**config.mk**
```make
export PLATFORM = sky130hd
export DESIGN_NAME = regfile_test_sequencer
export DESIGN_NICKNAME = d
export VERILOG_FILES = /design/src/rtl/regfile_test_sequencer.sv
export SDC_FILE = /design/constraint.sdc
export NUM_CORES = 1
export LEC_CHECK = 0
export ABC_AREA = 1
export CAP_MARGIN = 20
export CORE_ASPECT_RATIO = 0.8
export CORE_UTILIZATION = 45
export DETAILED_ROUTE_END_ITERATION = 10
export PLACE_DENSITY = 0.82
export SYNTH_ARGS = -nofsm -noshare
export SYNTH_HDL_FRONTEND = slang
export SYNTH_SLANG_ARGS = --single-unit
```
**constraint.sdc**
```tcl
create_clock -name clock -period 3.4 [get_ports clock]
set_input_delay 0.34 -clock clock [delete_from_list [all_inputs] [get_ports clock]]
set_output_delay 0.34 -clock clock [all_outputs]
set_load 0.01 [all_outputs]
```
**src/rtl/regfile_test_sequencer.sv**
```systemverilog
// regfile_test_sequencer
//   Hardware self-check engine for the skeleton_test register-file test port.
//   After start, the processor runs for RUN_CYCLES clocks. The sequencer then
//   takes over the test port and walks an external table of expected
//   (register, value) pairs. Each register is read through both test read
//   ports, passes are counted, and the first failure is captured.
//
//   state  | meaning
//   -------+------------------------------------------------------------
//   IDLE   | waiting for start
//   RUN    | processor running, run counter advancing
//   ISSUE  | test port owned, read address presented for table entry
//   SAMPLE | read data compared against table on the exit edge
//   DONE   | results held, done=1, start restarts a run
//
// Ports
//   clock, reset (async, active-high), start (1-cycle pulse)
//   chk_index/chk_reg/chk_value : external combinational expected-value table
//   test, t_ctrl_*, t_data_*    : register-file test port of skeleton_test
//   num_correct, done, all_pass, fail_seen, fail_reg, fail_expected,
//   fail_actual                 : results
module regfile_test_sequencer #(
  parameter int NUM_CHECKS = 9,
  parameter int RUN_CYCLES = 100,
  parameter int CNT_W      = 8
) (
  input  logic             clock,
  input  logic             reset,
  input  logic             start,
  output logic [CNT_W-1:0] chk_index,
  input  logic [4:0]       chk_reg,
  input  logic [31:0]      chk_value,
  output logic             test,
  output logic             t_ctrl_writeEnable,
  output logic [4:0]       t_ctrl_writeReg,
  output logic [31:0]      t_data_writeReg,
  output logic [4:0]       t_ctrl_readRegA,
  output logic [4:0]       t_ctrl_readRegB,
  input  logic [31:0]      t_data_readRegA,
  input  logic [31:0]      t_data_readRegB,
  output logic [CNT_W-1:0] num_correct,
  output logic             done,
  output logic             all_pass,
  output logic             fail_seen,
  output logic [4:0]       fail_reg,
  output logic [31:0]      fail_expected,
  output logic [31:0]      fail_actual
);

  typedef enum logic [2:0] {
    S_IDLE, S_RUN, S_ISSUE, S_SAMPLE, S_DONE
  } state_t;

  localparam logic [CNT_W-1:0] RUN_LAST  = CNT_W'(RUN_CYCLES - 1);
  localparam logic [CNT_W-1:0] CHK_LAST  = CNT_W'(NUM_CHECKS - 1);
  localparam logic [CNT_W-1:0] CHK_TOTAL = CNT_W'(NUM_CHECKS);

  state_t           state, state_nxt;
  logic [CNT_W-1:0] run_cnt;
  logic [4:0]       read_reg;
  logic             go;
  logic             check_ok;

  // start is only honoured when no run is in flight
  assign go       = start && ((state == S_IDLE) || (state == S_DONE));
  // both ports must agree with the table for a pass
  assign check_ok = (t_data_readRegA == chk_value) && (t_data_readRegB == chk_value);

  always_ff @(posedge clock or posedge reset) begin
    if (reset) state <= S_IDLE;
    else       state <= state_nxt;
  end

  always_comb begin
    state_nxt = state;
    case (state)
      S_IDLE:   if (go) state_nxt = S_RUN;
      S_RUN:    if (run_cnt == RUN_LAST) state_nxt = S_ISSUE;
      S_ISSUE:  state_nxt = S_SAMPLE;
      S_SAMPLE: state_nxt = (chk_index == CHK_LAST) ? S_DONE : S_ISSUE;
      S_DONE:   if (go) state_nxt = S_RUN;
      default:  state_nxt = S_IDLE;
    endcase
  end

  always_ff @(posedge clock or posedge reset) begin
    if (reset) begin
      run_cnt       <= '0;
      chk_index     <= '0;
      read_reg      <= '0;
      num_correct   <= '0;
      fail_seen     <= 1'b0;
      fail_reg      <= '0;
      fail_expected <= '0;
      fail_actual   <= '0;
    end else begin
      case (state)
        S_IDLE, S_DONE: begin
          if (go) begin
            run_cnt       <= '0;
            chk_index     <= '0;
            num_correct   <= '0;
            fail_seen     <= 1'b0;
            fail_reg      <= '0;
            fail_expected <= '0;
            fail_actual   <= '0;
          end
        end
        S_RUN:   run_cnt <= run_cnt + 1'b1;
        // chk_index is stable across ISSUE/SAMPLE, so the address latched
        // here is the one the register file sees for the whole check
        S_ISSUE: read_reg <= chk_reg;
        S_SAMPLE: begin
          if (check_ok) begin
            if (num_correct != CHK_TOTAL) num_correct <= num_correct + 1'b1;
          end else if (!fail_seen) begin
            fail_seen     <= 1'b1;
            fail_reg      <= read_reg;
            fail_expected <= chk_value;
            fail_actual   <= t_data_readRegA;
          end
          if (chk_index != CHK_LAST) chk_index <= chk_index + 1'b1;
        end
        default: ;
      endcase
    end
  end

  always_comb begin
    test               = 1'b0;
    done               = 1'b0;
    t_ctrl_readRegA    = '0;
    t_ctrl_writeEnable = 1'b0;
    t_ctrl_writeReg    = '0;
    t_data_writeReg    = '0;
    case (state)
      // address goes out on ISSUE entry straight from the table, then from
      // the latched copy so SAMPLE does not depend on the table path
      S_ISSUE: begin
        test            = 1'b1;
        t_ctrl_readRegA = chk_reg;
      end
      S_SAMPLE: begin
        test            = 1'b1;
        t_ctrl_readRegA = read_reg;
      end
      S_DONE:  done = 1'b1;
      default: ;
    endcase
    t_ctrl_readRegB = t_ctrl_readRegA;
  end

  assign all_pass = done && (num_correct == CHK_TOTAL);

endmodule
```
==> results of run 1 <==
## critical path: stages (launching register included)
cell	delay, ns
dfrtp_1	0.40
inv_1	0.10
nor2_1	0.14
nand2_1	0.31
inv_1	0.19
nand2_1	0.08
o21ai_0	0.13
clkdlybuf4s50_1	0.61
## cell usage after synthesis
library cell / count
nand2_1: 291
dfrtp_1: 102
inv_1: 100
nand3_1: 82
nand4_1: 72
nor2_1: 72
buf_4: 43
inv_2: 24
o21ai_0: 24
buf_2: 15
clkbuf_1: 15
xor2_1: 14
nand3_2: 12
buf_1: 8
o22ai_1: 7
a21oi_1: 5
ha_1: 5
nor3_1: 4
nor4_1: 3
nand2_2: 2
nor2_4: 2
xnor2_1: 2
buf_6: 1
buf_8: 1
clkinv_1: 1
conb_1: 1
mux2_2: 1
nand3b_1: 1
nor3_2: 1
o211ai_1: 1
o31a_1: 1
## area by class of cell
class,count,area share [%]
clock buffer,9,2.59
clock inverter,7,0.894
inverter,125,5.43
multi-input combinational,640,34.7
sequential,102,29.4
tap,180,2.59
timing repair buffer,213,24.4
## worst paths after layout
kind | start | to
min in group asynchronous | reset | chk_index[6]
max in group asynchronous | reset | fail_expected[5]
worst max-delay path | state[1] | t_ctrl_readRegB[4]
worst min-delay path | read_reg[1] | read_reg[1]
worst max register to register | state[2] | fail_reg[2]
worst min register to register | read_reg[1] | read_reg[1]
## cells by family (layout without fill, tap and decap cells)
| group | Yosys count | after routing | share of synthesized area (%) |
|---|---|---|---|
| xor+xnor | 16 | 16 | 2.19 |
| other cells | 1 | 38 | 0.0587 |
| flops | 102 | 102 | 39.9 |
| simple gates | 542 | 542 | 38.1 |
| fa+ha+maj | 5 | 5 | 0.979 |
| buf+inv | 208 | 354 | 15.3 |
| mux | 1 | 1 | 0.176 |
| compound gates | 38 | 38 | 3.21 |
## stage by stage
stage          util, %  hold WS (ns)  worst slack [ns]
2_1_floorplan        -         0.453             0.385
3_3_place_gp      61.2         0.466             0.774
3_5_place_dp      61.2         0.478             0.692
4_1_cts           63.4         0.497             0.775
5_1_grt           63.4         0.517             0.567
6_report          63.4         0.491             0.763
## metal layers
metal  wire length [um]  up-vias
met5                  0        -
met3               1310       27
li1                   -     3188
met1               8270     3002
met2               8560      248
met4                378        0
## report_power, final
group / internal [mW] / leakage (nW) / switching, mW / total, mW
combinational: 1.05 / 2.98 / 1.37 / 2.42
sequential: 1.56 / 1.36 / 0.245 / 1.81
clock: 0.581 / 0.152 / 0.482 / 1.06
## placed cells by master, fill, tap and decap left out, drive strengths merged, types with 14 or more instances in the layout
master         Yosys  routed
xor2              14      14
dfrtp            102     102
nand3             94      94
nand4             72      72
nand2            293     293
o21ai             24      24
inv              124     127
conb               1      38
nor2              74      74
clkdlybuf4s50      0     202
==> impl_metrics.toml, run 1 <==
[run_status]
outcome = "finished clean"

[power_and_ir_drop]
leakagePower_nw = 4.50
powerDensity_nw_per_um2 = 610
ir_drop_mv = 0.376
power_mw = 5.29

[clock_tree]
cts_hold_buffers = 0
tritoncts = "yes"
clockBufferDepth = 2
cts_resized = 0
cts.clk_slew.worst_paths_ns = 0.08
htreeDepth = 3
cts_root_buf = "clkbuf_16"
cts_made_buffers = 9
insertion_delay_ns = 0.35
cts_num_sinks = 102
postCtsSetupBuffers = 0

[sta]
slew_viol_final = 0
tns_ns = 0
hold_viol = 0
max_slew_margin_pct = 47.3
finalCritPeriodShare_pct = 77.6
setup_viol = 0
skew_ns = 0.00952
fin_crit_ns = 2.64
rsz0062_at_grt = "false"
clock.fmax_mhz = 379
tightest_slew_ns = 0.791

[synthesis]
ys_ff_latch = 102
ys_seq_area_share_pct = 39.9
avgSynthCellArea_um2 = 7.00
netlist_instances = 913
yosysTopAreaCell = "dfrtp_1"
ys_top_cells_by_area = "dfrtp_1 40%, nand2_1 17%, nand4_1 7.0%, nand3_1 6.4%, inv_1 5.9%"
synth_area_um2 = 6390
synth_top_area_share_pct = 39.9
synth_warnings = 0
synth_cell_types = 31

[floorplanning]
ios = 241
fp.dieW_um = 135
core_area_um2 = 13700
row_count = 38
die-area_um2 = 14700
start_util_pct = 46.7
die_h_um = 109

[critical_path]
cp_max_fo = 14
startpoint_type = "register"
reg2reg_depth = 5
reg2reg_slack_ns = 1.37
end_kind = "primary output"
critPathKind = "reg -> out"
required_ns = 3.06
arrival_ns = 2.30

[routing]
avgViaCountPerCell = 5.07
dr.first_iter.drc_count = 498
firstDrtPassIters = 5
drc = 0
vias = 6465
wl_per_cell_um = 14.5
routed_wl_um = 18500
ant_nets = 0

[place]
dpl.cell_count = 1260
io_buffers = 202
place_area_um2 = 8380
place_congestion = 0.914
dp_hpwl_um = 13400

[global_route]
grt_start_max_net_pins = 66
overflow = 0
globalRouteMet3Util_pct = 5.58
met2_usage_pct = 39.9
grt_usage_pct = 25.5
grt_pass1_wl_um = 29200
grt-busiest-layer = "met2"
grt_pass1_vias = 5858
met1_usage_pct = 35.1
antenna_found_initial = 0

[hold_path]
holdPathStages = 2
hold_path_class = "reg -> reg"

[finish]
fillers = 1262
drive_gt1_share_pct = 6.57
stdcell_count = 1276
seqCellArea_um2 = 2550
largest_registers = "fail_actual: 32 flops, fail_expected: 32 flops"
nNetsFinal = 1200
multiInputGateArea_um2 = 3010
design_area_um2 = 8680
num_antenna_cells = 0
synthToLayoutAreaGrowth_pct = 35.8

[run]
drv_cap = 0
Note: power is estimated with default switching activity, not from simulation.
==> run 2: changes to the inputs <==
- CORE_UTILIZATION: 45 -> 41
- PLACE_DENSITY: 0.82 -> 0.79
- clock period: 3.4 -> 2.34 ns (I/O delays scaled with it)
==> impl_metrics.toml, run 2 (same netlist as run 1, synthesis figures left out) <==
[run_status]
outcome = "finished clean"

[finish]
num_antenna_cells = 0
final_util_pct = 58.9
synthToLayoutAreaGrowth_pct = 39.4
nNetsFinal = 1211
design_area_um2 = 8900
drive_gt1_share_pct = 7.86
largest_registers = "fail_actual: 32 flops, fail_expected: 32 flops"
final_common_cell = "nand2_1"
final_cell_mix = "290 x nand2_1, 201 x clkdlybuf4s50_1, 102 x dfrtp_1"

[sta]
skew_ns = 0.00683
finalCritPeriodShare_pct = 96.1
max_slew_margin_pct = 62.8
setup_viol = 0
fin_crit_ns = 2.25
hold_viol = 0
slew_viol_final = 0
tightest_slew_ns = 0.557
tns_ns = 0
clock.fmax_mhz = 445

[floorplanning]
start_util_pct = 42.3
row_count = 40
die_h_um = 114
die-area_um2 = 16100
fp.dieW_um = 142
core_area_um2 = 15100
ios = 241

[place]
place_congestion = 0.880
place_area_um2 = 8560
dp_hpwl_um = 13400
io_buffers = 202

[clock_tree]
cts_hold_buffers = 0
cts.clk_slew.worst_paths_ns = 0.08
cts_num_sinks = 102
cts_made_buffers = 9
clockBufferDepth = 2
cts_root_buf = "clkbuf_16"
htreeDepth = 3
insertion_delay_ns = 0.36
tritoncts = "yes"

[power_and_ir_drop]
leakagePower_nw = 4.59
powerDensity_nw_per_um2 = 877
p_clk_share_pct = 19.4
combPwrFrac_pct = 46.9
seq_power_share_pct = 33.7
power_switching_mw = 3.14
ir_drop_mv = 0.634
p_int_mw = 4.66
switching_share_pct = 40.3

[critical_path]
critPathKind = "reg -> out"
required_ns = 2.11
end_kind = "primary output"
cp-endpoint = "t_ctrl_readRegA[1]"
arrival_ns = 2.02
setup.worst_path.start = "state[2]"
reg2reg_slack_ns = 0.52
reg2reg_depth = 9
startpoint_type = "register"
cp_max_fo = 19
rr_startpoint = "state[2]"
r2r_end = "chk_index[5]"

[routing]
avgViaCountPerCell = 4.93
drc = 0
dr.first_iter.drc_count = 441
routed_wl_um = 18900
wl_per_cell_um = 14.3
vias = 6495
firstDrtPassIters = 5
ant_nets = 0

[global_route]
grt_pass1_wl_um = 30100
grt_start_max_net_pins = 103
overflow = 0
grt_pass1_vias = 5943
antenna_found_initial = 0
grt_usage_pct = 23.8

[hold_path]
hold_path_class = "in -> async"

[run]
drv_cap = 0
run 2: changes by cell type in the layout (fill, tap and decap cells not counted), sizes merged:
cell and delta:
clkdlybuf4s50 -1, bufinv -1, clkinvlp +3, clkinv -2
dlymetal6s2s +1, buf +11
run 2: repair_timing:
action                     CTS  global route
pin swaps                    1             1
setup endpoints to repair   10            10
resized for setup            3             5
hold endpoints to repair     0             0
buffers inserted             2             0
run 2: power groups by stage:
| stage | sequential, mW | clock, mW | combinational [mW] |
|---|---|---|---|
| floorplan | 2.77 | 0 | 1.78 |
| global placement | 2.64 | 0 | 3.53 |
| detailed placement | 2.65 | 0 | 3.59 |
| CTS | 2.63 | 1.54 | 3.66 |
| global route | 2.69 | 1.62 | 4.01 |
| finish | 2.63 | 1.52 | 3.66 |
run 2: per-layer routing:
layer	vias up	global-route usage, %	share of wire [%]	wire length, um
met5	-	0	0	0
met4	0	6.45	1.7	312
met3	25	6.68	8.4	1590
met1	3004	32.1	44	8400
li1	3209	-	-	-
met2	257	37.5	45	8590
run 2: through the flow:
stage	setup slack (ns)	total power [mW]	hold WS [ns]	cells
6_report	0.0908	7.81	0.384	1317
3_3_place_gp	0.0649	6.17	0.466	1299
3_5_place_dp	0.0366	6.25	0.478	1299
4_1_cts	0.0122	7.83	0.419	1317
2_1_floorplan	0.619	4.55	0.368	950
5_1_grt	-0.00947	8.32	0.455	1317
run 2: area by class of cell:
type / instances / area [um^2]
well taps: 210 / 263
flip-flops and latches: 102 / 2550
fillers: 1385 / 6210
repair buffers: 224 / 2290
multi-input cells: 640 / 3030
clock inverters: 7 / 73.8
clock buffers: 9 / 225
inverters: 125 / 475
run 2: how the worst min path moves through the flow:
stage,startpoint,to,cells after the start
3_3_place_gp,read_reg[2],read_reg[2],2
3_5_place_dp,read_reg[3],read_reg[3],2
5_1_grt,reset,num_correct[3],3
4_1_cts,reset,num_correct[2],3
6_report,reset,num_correct[3],3
2_1_floorplan,chk_reg[4],read_reg[4],2
run 2: critical path, cell delays in order (launching register included):
cell	delay (ns)
dfrtp_1	0.45
nor3_4	0.28
inv_4	0.16
o22ai_1	0.19
clkdlybuf4s50_1	0.58
==> run 3: changes to the inputs <==
- PLACE_DENSITY: 0.79 -> 0.78
==> impl_metrics.toml, run 3 (same netlist as run 1, synthesis figures left out) <==
[power_and_ir_drop]
leakagePower_nw = 4.60
powerDensity_nw_per_um2 = 885
ir_drop_mv = 0.510

[clock_tree]
tritoncts = "yes"
cts.clk_slew.worst_paths_ns = 0.07
htreeDepth = 3
insertion_delay_ns = 0.35
cts_num_sinks = 102
cts_hold_buffers = 0
cts_root_buf = "clkbuf_16"
cts_made_buffers = 9
clockBufferDepth = 2

[routing]
drc = 0
avgViaCountPerCell = 4.86
firstDrtPassIters = 4
vias = 6402
dr.first_iter.drc_count = 479
ant_nets = 0
wl_per_cell_um = 14.3
routed_wl_um = 18800

[floorplanning]
fp.dieW_um = 142
row_count = 40
ios = 241
die-area_um2 = 16100
start_util_pct = 42.3
core_area_um2 = 15100
die_h_um = 114

[sta]
hold_viol = 0
rsz0062_at_grt = "false"
max_slew_margin_pct = 60.5
fin_crit_ns = 2.24
fin_ws_ns = 0.0969
setup_viol = 0
skew_ns = 0.00699
finalCritPeriodShare_pct = 95.9
tightest_slew_ns = 0.593
clock.fmax_mhz = 446
slew_viol_final = 0

[global_route]
grt_usage_pct = 23.6
grt_start_max_net_pins = 103
grt_pass1_wl_um = 29800
antenna_found_initial = 0
grt_pass1_vias = 5831
overflow = 0

[critical_path]
reg2reg_depth = 11
reg2reg_slack_ns = 0.53
startpoint_type = "register"
r2r_end = "chk_index[5]"
max_stage_delay_ns = 0.57
rr_startpoint = "state[0]"
crit_path_top_delay_cell = "clkdlybuf4s50_1"
path_cells = "nor2_1, nand2_2, buf_12, o22ai_1, clkdlybuf4s50_1"
end_kind = "primary output"
path_buf_inv = 2
critPathKind = "reg -> out"
cp_max_fo = 10
required_ns = 2.11
critPathTopFamily = "buffers and inverters"
arrival_ns = 2.01

[place]
pre_cts_ws_ns = -0.0413
place_congestion = 0.875
dp_hpwl_um = 13600
io_buffers = 202

[finish]
num_antenna_cells = 0
largest_registers = "fail_actual: 32 flops, fail_expected: 32 flops"
final_common_cell = "nand2_1"
synthToLayoutAreaGrowth_pct = 39.4
drive_gt1_share_pct = 7.69
nNetsFinal = 1210
final_util_pct = 58.9
final_cell_mix = "290 x nand2_1, 201 x clkdlybuf4s50_1, 102 x dfrtp_1"
fillers = 1392

[hold_path]
hold_path_class = "in -> async"

[run]
drv_cap = 0

[run_status]
outcome = "finished clean"
==> run 3: worst max path at each step <==
stage,from,endpoint,slack (ns),cells past startpoint
detailed placement,chk_value[12],fail_expected[2],-0.04,13
finish,state[2],t_ctrl_readRegB[2],0.1,5
global route,state[1],t_ctrl_readRegB[1],0.02,6
global placement,chk_value[13],fail_expected[1],0.003,13
CTS,state[2],t_ctrl_readRegA[4],0.02,6
floorplan,state[2],t_ctrl_readRegB[4],0.62,5
==> run 3: tightest hold or removal path, delay by kind of cell <==
kind	cells	cell delay, ns
buffers and inverters	3	0.92
==> run 3: per-stage QoR <==
| step | hold slack [ns] | TNS [ns] | area [um^2] | std cells | power (mW) |
|---|---|---|---|---|---|
| final | 0.362 | 0 | 8900 | 1316 | 7.88 |
| after global routing | 0.450 | 0 | 8900 | 1316 | 8.41 |
| after CTS | 0.431 | 0 | 8880 | 1315 | 7.90 |
| after detailed placement | 0.474 | -0.805 | 8560 | 1299 | 6.29 |
| after global placement | 0.467 | 0 | 8560 | 1299 | 6.22 |
| after floorplan | 0.368 | 0 | 6530 | 950 | 4.55 |
==> run 3: area by class of cell <==
class	count	area (um^2)	area share [%]
clock buffer	9	225	2.53
clock inverter	7	80.1	0.899
inverter	125	477	5.35
multi-input combinational	640	3030	34.0
sequential	102	2550	28.7
tap	210	263	2.95
timing repair buffer	223	2280	25.6
==> run 3: what timing repair did <==
action	CTS	global route
gates resized for setup	3	3
pin swaps	0	2
setup buffers	0	1
endpoints found under the setup margin	4	5
==> run 3: power breakdown <==
part           internal [mW]  leakage, nW  switching (mW)
clock network          0.849        0.154           0.714
registers               2.27         1.36           0.343
logic                   1.66         3.08            2.04
total                   4.78         4.60            3.10
==> run 3: per-layer routing <==
| layer | wire length (um) | share of wire (%) | global-route usage, % | vias up |
|---|---|---|---|---|
| met5 | 0 | 0 | 0 | - |
| met3 | 1490 | 7.9 | 5.33 | 21 |
| li1 | - | - | - | 3203 |
| met1 | 8510 | 45 | 33.0 | 2956 |
| met2 | 8530 | 45 | 36.8 | 222 |
| met4 | 270 | 1.4 | 6.45 | 0 |
